File: src/rtl/arf096b256e1r1w0cbbeheaa4acw_wr_arb_pkg.sv
// Shared constants, types and helpers for the 96x256 register-file write arbiter.
package arf096b256e1r1w0cbbeheaa4acw_wr_arb_pkg;

    localparam int DEPTH  = 96;
    localparam int DWIDTH = 256;
    localparam int AWIDTH = $clog2(DEPTH);

    typedef logic [AWIDTH-1:0] addr_t;
    typedef logic [DWIDTH-1:0] data_t;

    localparam addr_t MAX_ADDR = addr_t'(DEPTH - 1);

    // Next round-robin position after index idx among n requesters.
    function automatic int rr_wrap(input int idx, input int n);
        return (idx + 1 >= n) ? 0 : idx + 1;
    endfunction

    function automatic logic addr_in_range(input addr_t a);
        return a <= MAX_ADDR;
    endfunction

endpackage

File: src/rtl/arf096b256e1r1w0cbbeheaa4acw_rr_arb.sv
// NREQ-wide round-robin arbiter: combinational one-hot grant, pointer advances past each winner.
module arf096b256e1r1w0cbbeheaa4acw_rr_arb
    import arf096b256e1r1w0cbbeheaa4acw_wr_arb_pkg::*;
#(
    parameter  int NREQ = 4,
    localparam int PW   = (NREQ > 1) ? $clog2(NREQ) : 1
) (
    input  logic            clk,
    input  logic            rst,
    input  logic [NREQ-1:0] valid,
    output logic [NREQ-1:0] grant,
    output logic [PW-1:0]   grant_idx,
    output logic            grant_any
);

    logic [PW-1:0] ptr_q;
    logic [PW-1:0] ptr_d;
    logic [PW-1:0] cand_idx;
    int            cand;

    always_comb begin
        // NOTE: every output gets a default before any branch so no latch is inferred.
        grant     = '0;
        grant_idx = '0;
        grant_any = 1'b0;
        cand      = 0;
        cand_idx  = '0;
        if (!rst) begin
            for (int k = 0; k < NREQ; k++) begin
                cand = int'(ptr_q) + k;
                if (cand >= NREQ) cand -= NREQ;
                cand_idx = PW'(cand);
                if (!grant_any && valid[cand_idx]) begin
                    grant_any       = 1'b1;
                    grant_idx       = cand_idx;
                    grant[cand_idx] = 1'b1;
                end
            end
        end
        ptr_d = grant_any ? PW'(rr_wrap(int'(grant_idx), NREQ)) : ptr_q;
    end

    // NOTE: state registers use non-blocking assignments so all flops update together.
    always_ff @(posedge clk) begin
        if (rst) ptr_q <= '0;
        else     ptr_q <= ptr_d;
    end

endmodule

File: src/rtl/arf096b256e1r1w0cbbeheaa4acw_wr_arb.sv
// Write-port arbiter, one-deep write staging and fixed-latency read sequencer for a 96x256 1R1W array.
// Optional write-to-read bypass: define ARF096B256E1R1W0CBBEHEAA4ACW_WR_ARB_BYPASS_EN.
module arf096b256e1r1w0cbbeheaa4acw_wr_arb
    import arf096b256e1r1w0cbbeheaa4acw_wr_arb_pkg::*;
#(
    parameter int NREQ = 4
) (
    input  logic                   clk,
    input  logic                   rst,
    input  logic [NREQ-1:0]        req_valid,
    output logic [NREQ-1:0]        req_ready,
    input  logic [NREQ*AWIDTH-1:0] req_addr,
    input  logic [NREQ*DWIDTH-1:0] req_data,
    output logic                   arr_wen,
    output logic [AWIDTH-1:0]      arr_waddr,
    output logic [DWIDTH-1:0]      arr_wdata,
    input  logic                   rd_en,
    input  logic [AWIDTH-1:0]      rd_addr,
    output logic                   arr_ren,
    output logic [AWIDTH-1:0]      arr_raddr,
    input  logic [DWIDTH-1:0]      arr_rd_data,
    output logic                   rd_valid,
    output logic [DWIDTH-1:0]      rd_data,
    output logic                   err_oob
);

    localparam int PW = (NREQ > 1) ? $clog2(NREQ) : 1;

    logic [NREQ-1:0] grant;
    logic [PW-1:0]   grant_idx;
    logic            grant_any;
    addr_t           sel_addr;
    data_t           sel_data;
    logic            wr_ok, wr_oob, rd_in;

    logic  wen_q, wen_d, err_oob_q, err_oob_d;
    logic  rd_valid_q, rd_valid_d, rd_oob_q, rd_oob_d;
    addr_t waddr_q, waddr_d;
    data_t wdata_q, wdata_d;

    arf096b256e1r1w0cbbeheaa4acw_rr_arb #(.NREQ(NREQ)) u_arb (
        .clk       (clk),
        .rst       (rst),
        .valid     (req_valid),
        .grant     (grant),
        .grant_idx (grant_idx),
        .grant_any (grant_any)
    );

    assign req_ready = grant;
    assign arr_ren   = rd_en & rd_in;
    assign arr_raddr = rd_addr;
    assign arr_wen   = wen_q;
    assign arr_waddr = waddr_q;
    assign arr_wdata = wdata_q;
    assign rd_valid  = rd_valid_q;
    assign err_oob   = err_oob_q;

    always_comb begin
        sel_addr   = req_addr[grant_idx*AWIDTH +: AWIDTH];
        sel_data   = req_data[grant_idx*DWIDTH +: DWIDTH];
        wr_ok      = grant_any & addr_in_range(sel_addr);
        wr_oob     = grant_any & ~addr_in_range(sel_addr);
        rd_in      = addr_in_range(rd_addr);
        // Out-of-range writes are accepted but never reach the array; staged address/data hold.
        wen_d      = wr_ok;
        waddr_d    = wr_ok ? sel_addr : waddr_q;
        wdata_d    = wr_ok ? sel_data : wdata_q;
        rd_valid_d = rd_en;
        rd_oob_d   = rd_en & ~rd_in;
        err_oob_d  = wr_oob | rd_oob_d;
    end

    // NOTE: the wide staging/data registers are reset because their reset value is visible on outputs.
    always_ff @(posedge clk) begin
        if (rst) begin
            wen_q      <= 1'b0;
            waddr_q    <= '0;
            wdata_q    <= '0;
            rd_valid_q <= 1'b0;
            rd_oob_q   <= 1'b0;
            err_oob_q  <= 1'b0;
        end else begin
            wen_q      <= wen_d;
            waddr_q    <= waddr_d;
            wdata_q    <= wdata_d;
            rd_valid_q <= rd_valid_d;
            rd_oob_q   <= rd_oob_d;
            err_oob_q  <= err_oob_d;
        end
    end

`ifdef ARF096B256E1R1W0CBBEHEAA4ACW_WR_ARB_BYPASS_EN
    logic  hit_q, hit_d;
    data_t byp_data_q, byp_data_d;

    // A read hitting the currently staged write sees the array's old contents, so capture the new data.
    always_comb begin
        hit_d      = rd_en & wen_q & (rd_addr == waddr_q);
        byp_data_d = hit_d ? wdata_q : byp_data_q;
    end

    always_ff @(posedge clk) begin
        if (rst) begin
            hit_q      <= 1'b0;
            byp_data_q <= '0;
        end else begin
            hit_q      <= hit_d;
            byp_data_q <= byp_data_d;
        end
    end

    always_comb begin
        rd_data = '0;
        if (rd_valid_q && hit_q)          rd_data = byp_data_q;
        else if (rd_valid_q && !rd_oob_q) rd_data = arr_rd_data;
    end
`else
    always_comb begin
        rd_data = '0;
        if (rd_valid_q && !rd_oob_q) rd_data = arr_rd_data;
    end
`endif

endmodule

File: config.mk
export PLATFORM = sky130hd
export DESIGN_NAME = arf096b256e1r1w0cbbeheaa4acw_wr_arb
export DESIGN_NICKNAME = d
export VERILOG_FILES = /design/src/rtl/arf096b256e1r1w0cbbeheaa4acw_wr_arb_pkg.sv /design/src/rtl/arf096b256e1r1w0cbbeheaa4acw_rr_arb.sv /design/src/rtl/arf096b256e1r1w0cbbeheaa4acw_wr_arb.sv
export SDC_FILE = /design/constraint.sdc
export NUM_CORES = 1
export LEC_CHECK = 0
export CAP_MARGIN = 15
export CORE_AREA = 3 3 726 728
export DETAILED_ROUTE_END_ITERATION = 8
export DIE_AREA = 0 0 729 731
export GPL_TIMING_DRIVEN = 0
export PLACE_DENSITY = 0.3
export SLEW_MARGIN = 20
export SYNTH_ARGS = -nofsm -noshare
export SYNTH_HDL_FRONTEND = slang
export SYNTH_SLANG_ARGS = --single-unit
File: constraint.sdc
create_clock -name clk -period 3.56 [get_ports clk]
set_input_delay 0.712 -clock clk [delete_from_list [all_inputs] [get_ports clk]]
set_output_delay 0.712 -clock clk [all_outputs]
set_load 0.02 [all_outputs]
### Yosys cells after proc, flatten, opt, wreduce, memory -nomap -nowiden

Cells that the tools add are included.

| storage, ports and cells | value |
|---|---|
| output and inout port bits | 534 |
| input bits | 1322 |
| bits in registers | 269 |

| cells by class | value |
|---|---|
| $lt $le $gt $ge | 15 |
| $add $sub $neg | 8 |
| multipliers | 1 |
| shift operators | 2 |
| mux-type cells | 47 |
| bitwise gates (word level) | 10 |
| reductions and logical operators | 12 |

Operators by type and width:

| kind | number |
|---|---|
| variable part select 1024 x 11 -> 256 bit | 1 |
| two-way mux 256 bit | 1 |
| two-way mux 4 bit | 8 |
| two-way mux 2 bit | 14 |
| variable part select 28 x 6 -> 7 bit | 1 |
| two-way mux 1 bit | 16 |
| <= comparator 7 bit (second input constant) | 2 |
| greater-or-equal comparator 3 bit (second input constant) | 4 |
| less-than comparator 2 x 3 -> 1 bit (second input constant) | 4 |
| OR 4 bit | 3 |
| binary-select mux 1 bit (select 2 bit) | 4 |
| demux 1 bit (select 2 bit) | 4 |
| greater-or-equal comparator 2 x 1 -> 1 bit (second input constant) | 4 |
| logical AND 1 bit | 8 |
| subtractor 2 x 1 -> 2 bit (second input constant) | 4 |
| adder 2 x 1 -> 3 bit (second input constant) | 2 |
| adder 2 x 2 -> 3 bit (second input constant) | 2 |
| multiplier 2 x 3 -> 5 bit (second input constant) | 1 |
| AND 1 bit | 4 |
| zero test 1 bit | 4 |
| greater-or-equal comparator 2 x 3 -> 1 bit (second input constant) | 1 |
| NOT 1 bit | 2 |
| OR 1 bit | 1 |

### Depth between registers and ports, before layout

Gate-level depths: netlist (run 1).

| depth | value |
|---|---|
| word-level depth | 25 |
| mapped depth | 14 |
| mapped depth without buffers | 9 |

### Modules after synthesis

Synthesis (run 1) repeated with hierarchy kept, for this count alone.

| second synthesis, totals | value |
|---|---|
| cell total of the unflattened synthesis | 1836 |
| area total of the unflattened synthesis | 19022.0 µm² |

Modules (own cells, without submodules):

| module | cells an instance | area an instance (µm²) | times used |
|---|---|---|---|
| arf096b256e1r1w0cbbeheaa4acw_wr_arb | 1763 | 18437.7 | 1 |
| arf096b256e1r1w0cbbeheaa4acw_rr_arb | 73 | 584.3 | 1 |

### Worst setup path after synthesis (run 1)

No wires, ideal clock.

| path | value |
|---|---|
| path kind | reg2reg |
| start point | register u_arb.ptr_q[0] |
| end point | register wdata_q[45] (netlist: arr_wdata[45]) |
| stages on the path, launching flop included | 15 |
| setup slack | 0.230 ns |
| clock period less this slack | 3.330 ns |
| data required time | 3.443 ns |
| arrival | 3.214 ns |
| cells stage by stage | dfxtp_1 -> buf_2 -> inv_1 -> ha_1 -> buf_2 -> mux2i_1 -> mux2i_1 -> nor2b_1 -> o221ai_2 -> a311o_1 -> o211a_1 -> buf_2 -> buf_6 -> buf_2 -> a22o_1 |

| between the ends | value |
|---|---|
| cells in the longest elaborated chain, start to end | 23 |

RTL lines:

| element | line | source |
|---|---|---|
| start: declaration | arf096b256e1r1w0cbbeheaa4acw_rr_arb.sv:16 | `logic [PW-1:0] ptr_q;` |
| start signal: assignment | arf096b256e1r1w0cbbeheaa4acw_rr_arb.sv:46 | `else ptr_q <= ptr_d;` |
| greater-or-equal comparator 2 x 3 -> 1 bit / subtractor 2 x 1 -> 2 bit (equally long branches) | arf096b256e1r1w0cbbeheaa4acw_rr_arb.sv:31 | `if (cand >= NREQ) cand -= NREQ;` |
| two-way mux 2 bit | arf096b256e1r1w0cbbeheaa4acw_rr_arb.sv:31 |  |
| two-way mux 2 bit | arf096b256e1r1w0cbbeheaa4acw_rr_arb.sv:28 | `if (!rst) begin` |
| binary-select mux 1 bit (select 2 bit) | arf096b256e1r1w0cbbeheaa4acw_rr_arb.sv:33 | `if (!grant_any && valid[cand_idx]) begin` |
| two-way mux 1 bit (implied by the code) | arf096b256e1r1w0cbbeheaa4acw_rr_arb.sv:33 |  |
| two-way mux 1 bit | arf096b256e1r1w0cbbeheaa4acw_rr_arb.sv:33 |  |
| two-way mux 1 bit | arf096b256e1r1w0cbbeheaa4acw_rr_arb.sv:28 |  |
| zero test 1 bit | arf096b256e1r1w0cbbeheaa4acw_rr_arb.sv:33 |  |
| [... 7 more ...] | -- |  |
| zero test 1 bit | arf096b256e1r1w0cbbeheaa4acw_rr_arb.sv:33 |  |
| logical AND 1 bit | arf096b256e1r1w0cbbeheaa4acw_rr_arb.sv:33 |  |
| two-way mux 2 bit | arf096b256e1r1w0cbbeheaa4acw_rr_arb.sv:33 |  |
| two-way mux 2 bit | arf096b256e1r1w0cbbeheaa4acw_rr_arb.sv:28 |  |
| multiplier 2 x 3 -> 5 bit | arf096b256e1r1w0cbbeheaa4acw_wr_arb.sv:60 | `sel_addr = req_addr[grant_idx*AWIDTH +: AWIDTH];` |
| variable part select 28 x 6 -> 7 bit | arf096b256e1r1w0cbbeheaa4acw_wr_arb.sv:60 |  |
| <= comparator 7 bit | arf096b256e1r1w0cbbeheaa4acw_wr_arb_pkg.sv:19 | `return a <= MAX_ADDR;` |
| AND 1 bit | arf096b256e1r1w0cbbeheaa4acw_wr_arb.sv:62 | `wr_ok = grant_any & addr_in_range(sel_addr);` |
| end signal: assignment | arf096b256e1r1w0cbbeheaa4acw_wr_arb.sv:86 | `wdata_q <= wdata_d;` |
| end: declaration | arf096b256e1r1w0cbbeheaa4acw_wr_arb.sv:39 | `data_t wdata_q, wdata_d;` |

Several ways; a longest one is shown, not always the timed one. The select of a mux whose other input is x is not followed.
A chain may end at the register's enable or synchronous reset.

### Worst setup path in the final report (run 1)

| path | value |
|---|---|
| start point | register u_arb.ptr_q[0] |
| end point | register wdata_q[79] (netlist: arr_wdata[79]) |

The elaborated chain is that of the path after synthesis.

==> key figures, run 1 <==
Timing
  • Fmax: ~0.26 GHz
  • Least-Margin Pin Slew: ~1.1 ns
  • Post-layout min period: 3.781 ns
  • Slew HR: 28.01%
  • Max-slew violation count: 0
  • Tcrit/Tclk final: 106.2%
  • TNS Setup: -1.977 ns
  • Clk_skew: roughly 0.034 ns
  • Final Hold Vio Count: 0
  • Slack of the critical path: -0.2215 ns
  • Final setup violation count: 26
  • RSZ-0062 raised after global routing: true
  • Hold slack: 0.4755 ns

Logic synthesis
  • Seq/Total Area, Yosys: 30.35%
  • Post-synth top area share: about 30%
  • Top_reg_cell synth: dfxtp_1
  • Avg Cell Area, Syn: 7.209 sq um
  • Post-Syn Area: ~18,000 sq um
  • Ys Warns: 0
  • Synth cell count leaders: nand2_1 (531), a21oi_1 (530), dfxtp_1 (269)
  • Count leader, synth: nand2_1
  • Synth area leaders: dfxtp_1 (30%), a21oi_1 (15%), a22o_1 (13%)
  • Syn Nets: 3,791
  • Synth Register Bits: approximately 270
  • Count of different cell masters after synthesis: 45
  • Post-synth EDFFs: 0
  • Ys async rst share: 0%
  • Largest area contributor in the synthesized netlist: dfxtp_1
  • Mapped Cells: around 2,500

Route
  • Via total after detailed routing: 32,320
  • ANT nets after route: 0
  • DRC Markers: 0
  • DR WL/cell: 43.34 microns
  • Post-DR vias/cell: 2.793
  • Detailed Routing Iterations Pass 1: 5
  • Drt total wl: between 500 and 600 mm
  • DR iter-0 viols: around 2,800

Placed design
  • Dpl cells: 11,260
  • Number of port buffers: 1,847
  • RePlAce Congestion: 0.9276
  • Final HPWL DP: 463.9 mm
  • DP Worst Slack: -2.860 ns

Clocking
  • Clk buf depth: 3
  • Cts bufs inserted: 42
  • H-tree lvl count: 2
  • Root Driver: clkbuf_16
  • Worst-Skew Late Latency: 0.66 ns
  • CTS Sinks: about 270
  • Clock slew at reported path FFs: roughly 0.060 ns
  • CTS tree: done

Cells and area
  • Layout area overhead: 187.3%
  • Layout cells sized above 1: 18.12%
  • Final Core Density: 9.787%
  • Final Net Count: 5,781
  • Fin cells: roughly 12,000

Floorplan
  • Die area: 532,900 sq um
  • Starting Density: approximately 3.4%
  • IO Count: 1,856
  • FP Rows: 265
  • Die height: ~730 microns
  • Core area: 520,900 sq um
  • Die width: 729 microns

GRT
  • Initial antenna violation count: 586
  • Vias in the first global route: 30,520
  • Total congestion overflow: 0
  • Largest net degree at the start of global routing: 12
  • GRT Util Overall: 17.88%
  • First-pass GRT wire length: 564.0 mm

Status
  • Violated checks: setup timing
  • Outcome: finished, violations left

Power and ir drop
  • VDD IR max: 389.0 uV
  • P_int: 11.92 mW
  • Clock power share: 19.9%
  • Share of total power in combinational logic: 62.0%
  • Pwr Density: 456.9 nW/um^2
  • Net Sw Power: 11.38 mW
  • Switching part of the total: about 49%
  • Seq pwr share: 18.1%
  • Leakage power: around 18 nW

Setup path
  • Critical path's slowest cell: a21oi_2
  • Worst path max stage delay: 0.58 ns
  • Max FO, Critical Path: 10
  • Critical Path End Type: register
  • Worst setup path startpoint: u_arb.ptr_q[0]
  • Worst Path Buf+Inv: 7
  • Worst Path Class, Setup: register to register
  • Flop-to-flop setup slack: -0.22 ns
  • Worst endpoint data arrival time: 4.33 ns
  • Critical Path, Cell by Cell: buf_8, clkinvlp_4, ha_4, buf_6, mux2i_2, mux2i_2, nor2b_4, buf_6, o221a_4, buf_4, buf_12, clkbuf_8, a21oi_2, a22oi_2, a22o_1
  • Worst r2r src: u_arb.ptr_q[0]
  • CP Data Required Time: 4.10 ns
  • Type of origin of the critical path: register
  • Crit-path leading delay family: compound AO/OA/AOI/OAI gates

Run
  • Max Cap Viol: 0

Min path
  • Hold path startpoint: arr_wdata[134]
  • HP Class: register to register
-- path summary, 6_finish.rpt --
path | endpoint | cells after the start
hold reg to reg | arr_wdata[134] | 1
setup reg to reg | arr_wdata[79] | 15
setup / recovery | arr_wdata[79] | 15
hold / removal | arr_wdata[134] | 1
-- layout by cell type, fill, tap and decap left out, types with 8 or more instances in the layout --
| cell type | count |
|---|---|
| buf_6 | 38 |
| a22oi_2 | 97 |
| clkbuf_1 | 55 |
| buf_12 | 54 |
| nand2_4 | 11 |
| clkbuf_4 | 20 |
| clkdlybuf4s18_2 | 8 |
| dfxtp_1 | 267 |
| a21oi_4 | 52 |
| clkdlybuf4s15_2 | 99 |
| clkinv_2 | 8 |
| and2_1 | 256 |
| a21oi_2 | 81 |
| diode_2 | 152 |
| clkdlybuf4s50_1 | 1629 |
| a22oi_1 | 168 |
| clkbuf_16 | 58 |
| buf_4 | 68 |
| clkbuf_2 | 54 |
| clkbuf_8 | 20 |
| nand2_1 | 498 |
| a21oi_1 | 398 |
| buf_2 | 54 |
| nand2_2 | 21 |
| buf_8 | 18 |
| a22o_1 | 262 |
| dlygate4sd2_1 | 74 |
| nor2_1 | 9 |
| buf_16 | 13 |
-- through the flow --
step | total power [mW] | instance area, sq um
after floorplan | 8.481 | 17740
after global placement | 17.02 | 44920
after detailed placement | 16.99 | 45070
after CTS | 22.85 | 48610
after global routing | 24.18 | 50780
final | 23.29 | 50980
-- repair_timing --
| action | 4_1_cts | 5_1_grt |
|---|---|---|
| pin swaps | 80 | 186 |
| hold buffers | 0 | 0 |
| setup endpoints to repair | 527 | 272 |
| gates cloned | 6 | 15 |
| setup buffers | 44 | 41 |
| gates resized for setup | 959 | 428 |
-- flip-flops by register name, indices dropped and copies added (netlist names) --
| register | flops |
|---|---|
| rd_valid | 1 |
| arr_wdata | 256 |
| arr_waddr | 7 |
| rd_oob_q | 1 |
| u_arb.ptr_q | 2 |
| arr_wen | 1 |
| err_oob | 1 |
-- per-layer routing --
metal | GRT usage (%) | vias to the layer above | part of all wire (%)
li1 | - | 13090 | -
met1 | 19.60 | 15430 | 37
met2 | 30.05 | 2536 | 46
met3 | 10.00 | 930 | 13
met4 | 3.906 | 344 | 3.0
met5 | 0 | - | 0.46
-- layout make-up --
| class | instances | area, sq um |
|---|---|---|
| diodes | 152 | 380.4 |
| plain buffers | 262 | 2258 |
| clock buffers | 56 | 1205 |
| clock inverters | 18 | 224.0 |
| fillers | 60730 | 469900 |
| inverters | 3 | 15.01 |
| multi-input cells | 1916 | 12770 |
| flip-flops and latches | 269 | 5393 |
| well taps | 6942 | 8686 |
| repair buffers | 1957 | 20040 |
-- cell families after synthesis --
logic type | count (synthesis) | synth area share, %
compound gates | 1082 | 40.31
xor+xnor | 1 | 0.04937
fa+ha+maj | 8 | 0.5642
buf+inv | 276 | 6.996
flops | 269 | 30.35
mux | 8 | 0.5924
simple gates | 817 | 21.14
-- power groups by stage --
stage	registers, mW	logic (mW)	clock network, mW
final	4.22	14.4	4.63
after CTS	4.20	13.8	4.85
after global routing	4.28	15.0	4.88
after global placement	4.25	12.8	0
after detailed placement	4.24	12.7	0
after floorplan	4.94	3.54	0
Note: power is estimated with default switching activity, not from simulation.
==> run 2: changes to the inputs <==
--- a/config.mk
+++ b/config.mk
@@ -6,12 +6,14 @@
 export NUM_CORES = 1
 export LEC_CHECK = 0
 export CAP_MARGIN = 15
-export CORE_AREA = 3 3 726 728
+export CORE_AREA = 3 3 717 719
+export CTS_BUF_LIST = sky130_fd_sc_hd__clkbuf_16
 export DETAILED_ROUTE_END_ITERATION = 8
-export DIE_AREA = 0 0 729 731
+export DIE_AREA = 0 0 720 722
 export GPL_TIMING_DRIVEN = 0
 export PLACE_DENSITY = 0.3
 export SLEW_MARGIN = 20
 export SYNTH_ARGS = -nofsm -noshare
 export SYNTH_HDL_FRONTEND = slang
+export SYNTH_HIERARCHICAL = 1
 export SYNTH_SLANG_ARGS = --single-unit
==> run 2 against run 1 <==
The run still ends with setup timing left. Area after synthesis up 7.2%. Hold slack worse by 0.016 ns. Highest routed layer unchanged. Fmax down 0.78%. Largest cell class unchanged. Global-route usage down 1.2 points.
==> key figures, run 2 <==
Status
  • Outcome: finished, violations left
  • Violated checks: setup timing

Power and ir drop
  • Total power: 25.71 mW (+10%)
  • Pwr Density: 506.0 nW/um^2 (+11%)
  • Leakage power: 17.59 nW (-1.4%)
  • VDD IR max: 321.0 uV (-17%)

Min path
  • HP Class: register to register
  • Hold path cells: 2 (+1)

Route
  • Detailed Routing Iterations Pass 1: 7 (+2)
  • DR iter-0 viols: 2,404 (-13%)
  • Via total after detailed routing: 28,170 (-13%)
  • Post-DR vias/cell: 2.605 (-6.7%)
  • DR WL/cell: 41.71 microns (-3.8%)
  • ANT nets after route: 0 (unchanged)
  • DRC Markers: 0 (unchanged)
  • Drt total wl: 451.0 mm (-10%)

Logic synthesis
  • Ys Warns: 6 (+6)
  • Seq/Total Area, Yosys: 28.31% (-2.0 points)
  • Synth area leaders: mux4_2 (31%), dfxtp_1 (28%), mux2i_1 (14%)
  • Largest area contributor in the synthesized netlist: mux4_2
  • Count leader, synth: nand2_1
  • Synth cell count leaders: nand2_1 (520), dfxtp_1 (269), mux4_2 (265)
  • Post-synth top area share: 31.38% (+1.0 points)
  • Count of different cell masters after synthesis: 40 (-11%)
  • Top_reg_cell synth: dfxtp_1
  • Post-synth EDFFs: 0 (unchanged)
  • Post-Syn Area: 19,020 sq um (+7.2%)
  • Ys async rst share: 0% (unchanged)
  • Mapped Cells: 1,836 (-25%)
  • Synth Register Bits: 269 (unchanged)
  • Avg Cell Area, Syn: 10.36 sq um (+44%)
  • Syn Nets: 3,166 (-16%)

Timing
  • Clk_skew: 0.05110 ns (+0.01759 ns)
  • Slack of the critical path: -0.2513 ns (-0.02987 ns)
  • Slew HR: 23.31% (-4.7 points)
  • Least-Margin Pin Slew: 1.147 ns (+0.07025 ns)
  • Post-layout min period: 3.811 ns (+0.02987 ns)
  • Max-slew violation count: 0 (unchanged)
  • Final setup violation count: 254 (+880%)
  • Tcrit/Tclk final: 107.1% (+0.84 points)
  • Fmax: 0.2624 GHz (-0.78%)
  • Final Hold Vio Count: 0 (unchanged)
  • RSZ-0062 raised after global routing: true

Clocking
  • H-tree lvl count: 2 (unchanged)
  • Clock slew at reported path FFs: 0.06 ns (about the same)
  • Root Driver: clkbuf_16
  • Clk buf depth: 3 (unchanged)
  • CTS Sinks: 269 (unchanged)
  • Cts bufs inserted: 47 (+12%)
  • CTS tree: done
  • Worst-Skew Late Latency: 0.74 ns (+0.08 ns)

Cells and area
  • Most common cell after layout, fill and taps aside: clkdlybuf4s50_1
  • Final Net Count: 5,173 (-11%)
  • Final instance area: 50,820 sq um (-0.32%)
  • Layout cells sized above 1: 19.74% (+1.6 points)
  • Max FFs per register: 256 (unchanged)
  • Layout area overhead: 167.1%
  • Most frequent cells in the layout: clkdlybuf4s50_1 (1,597), nand2_1 (497), dfxtp_1 (267), mux4_2 (265), mux2i_1 (262)

Setup path
  • Worst Path Class, Setup: register to register
  • Worst endpoint data arrival time: 4.41 ns (+0.08 ns)
  • Critical Path, Cell by Cell: buf_8, clkinvlp_4, ha_4, buf_6, mux4_2, nor2b_4, o21ai_2, o31ai_2, nor2b_4, buf_6, mux4_2, a21o_4, buf_12, buf_12, buf_16, buf_12, buf_12, mux2i_1
  • Crit-path leading delay family: buffers and inverters
  • WP depth: 18 (+3)
  • Worst path max stage delay: 0.54 ns (-0.04 ns)
  • Critical path's slowest cell: mux4_2
  • Reg2Reg Depth: 18 (+3)
  • Critical Path End Type: register
  • Max FO, Critical Path: 6 (-4)
  • Crit-path most repeated cell: buf_12
  • Type of origin of the critical path: register
  • Worst Path Buf+Inv: 9 (+2)
  • CP Data Required Time: 4.15 ns (+0.05 ns)

GRT
  • Initial antenna violation count: 573 (-2.2%)
  • Largest net degree at the start of global routing: 13 (+1)
  • Vias in the first global route: 26,790 (-12%)
  • First-pass GRT wire length: 510.7 mm (-9.4%)
  • Total congestion overflow: 0 (unchanged)
  • GRT Util Overall: 16.64% (-1.2 points)

Floorplan
  • Core area: 508,400 sq um (-2.4%)
  • Die height: 722 microns (-1.2%)
  • Die width: 720 microns (-1.2%)
  • Die area: 519,800 sq um (-2.5%)
  • Starting Density: 3.741% (+0.34 points)
  • IO Count: 1,856 (unchanged)
  • FP Rows: 262 (-1.1%)

Placed design
  • RePlAce Congestion: 1.120 (+21%)
  • Number of port buffers: 1,846 (-0.054%)
  • Final HPWL DP: 416.3 mm (-10%)
  • Post-DP Area: 46,180 sq um (+2.5%)

Run
  • Max Cap Viol: 0 (unchanged)
==> run 2: per-layer routing <==
layer  global-route usage (%)  up-vias  routed length, microns
li1                         -    10840                       -
met1                    16.85    13710                  154900
met2                    28.75     2401                  217000
met3                    9.648      970                   59190
met4                    5.067      246                   18050
met5                        0        -                    1805
==> run 2: repair_timing <==
item                       in CTS  in global routing
hold buffers                    0                  0
setup buffers                  70                 16
gates resized for setup       856                118
pin swaps                      15                  8
setup endpoints to repair     525                307
gates cloned                   39                  1
==> run 2: final timing paths <==
kind,to,slack (ns),from
min reg2reg,arr_wdata[134],0.46,arr_wdata[134]
min,arr_wdata[134],0.46,arr_wdata[134]
max,arr_wdata[98],-0.25,u_arb/ptr_q[0]
max reg2reg,arr_wdata[98],-0.25,u_arb/ptr_q[0]
==> run 2: cell type report <==
type | count | area, sq um
timing repair buffer | 1965 | 20290
buffer | 179 | 1738
fill | 58530 | 457600
multi-input combinational | 1375 | 12900
sequential | 269 | 5393
antenna | 201 | 503.0
inverter | 6 | 26.28
tap | 6732 | 8423
clock inverter | 39 | 362.8
clock buffer | 47 | 1176
==> run 2: logic make-up (layout without fill, tap and decap cells) <==
group	Yosys count	after routing	share of synthesized area, %
AOI/OAI and AO/OA	26	26	1.066
muxes	531	531	45.43
and+or+nand+nor	809	809	19.61
other	0	201	0
DFF	269	269	28.31
adders and majority gates	8	8	0.5262
buffers and inverters	192	2236	5.012
xor gates and xnor gates	1	1	0.04605
==> run 2: worst reg2reg max path, delay by kind of cell (launching register included) <==
kind	cells	cell delay [ns]
AOI/OAI and AO/OA	3	0.39
adders and majority gates	1	0.28
buffers and inverters	9	1.26
DFF	1	0.35
muxes	3	1.05
and+or+nand+nor	2	0.40
==> run 2: stage by stage <==
step	cells	hold WS, ns	util, %	setup TNS (ns)	setup WS, ns
2_1_floorplan	1836	0.5307	-	0	0.01720
3_3_place_gp	10410	0.4475	9.036	-906.72	-3.727
3_5_place_dp	10430	0.4524	9.083	-508.73	-2.147
4_1_cts	10610	0.3352	9.913	-31.29	-0.2729
5_1_grt	10710	0.4534	9.944	-57.09	-0.3592
6_report	10810	0.4595	9.994	-30.86	-0.2513
==> run 2: power breakdown <==
group          switching (mW)  internal, mW
registers               0.506          3.78
clock network            2.17          2.77
logic                    8.53          7.95
total                    11.2          14.5
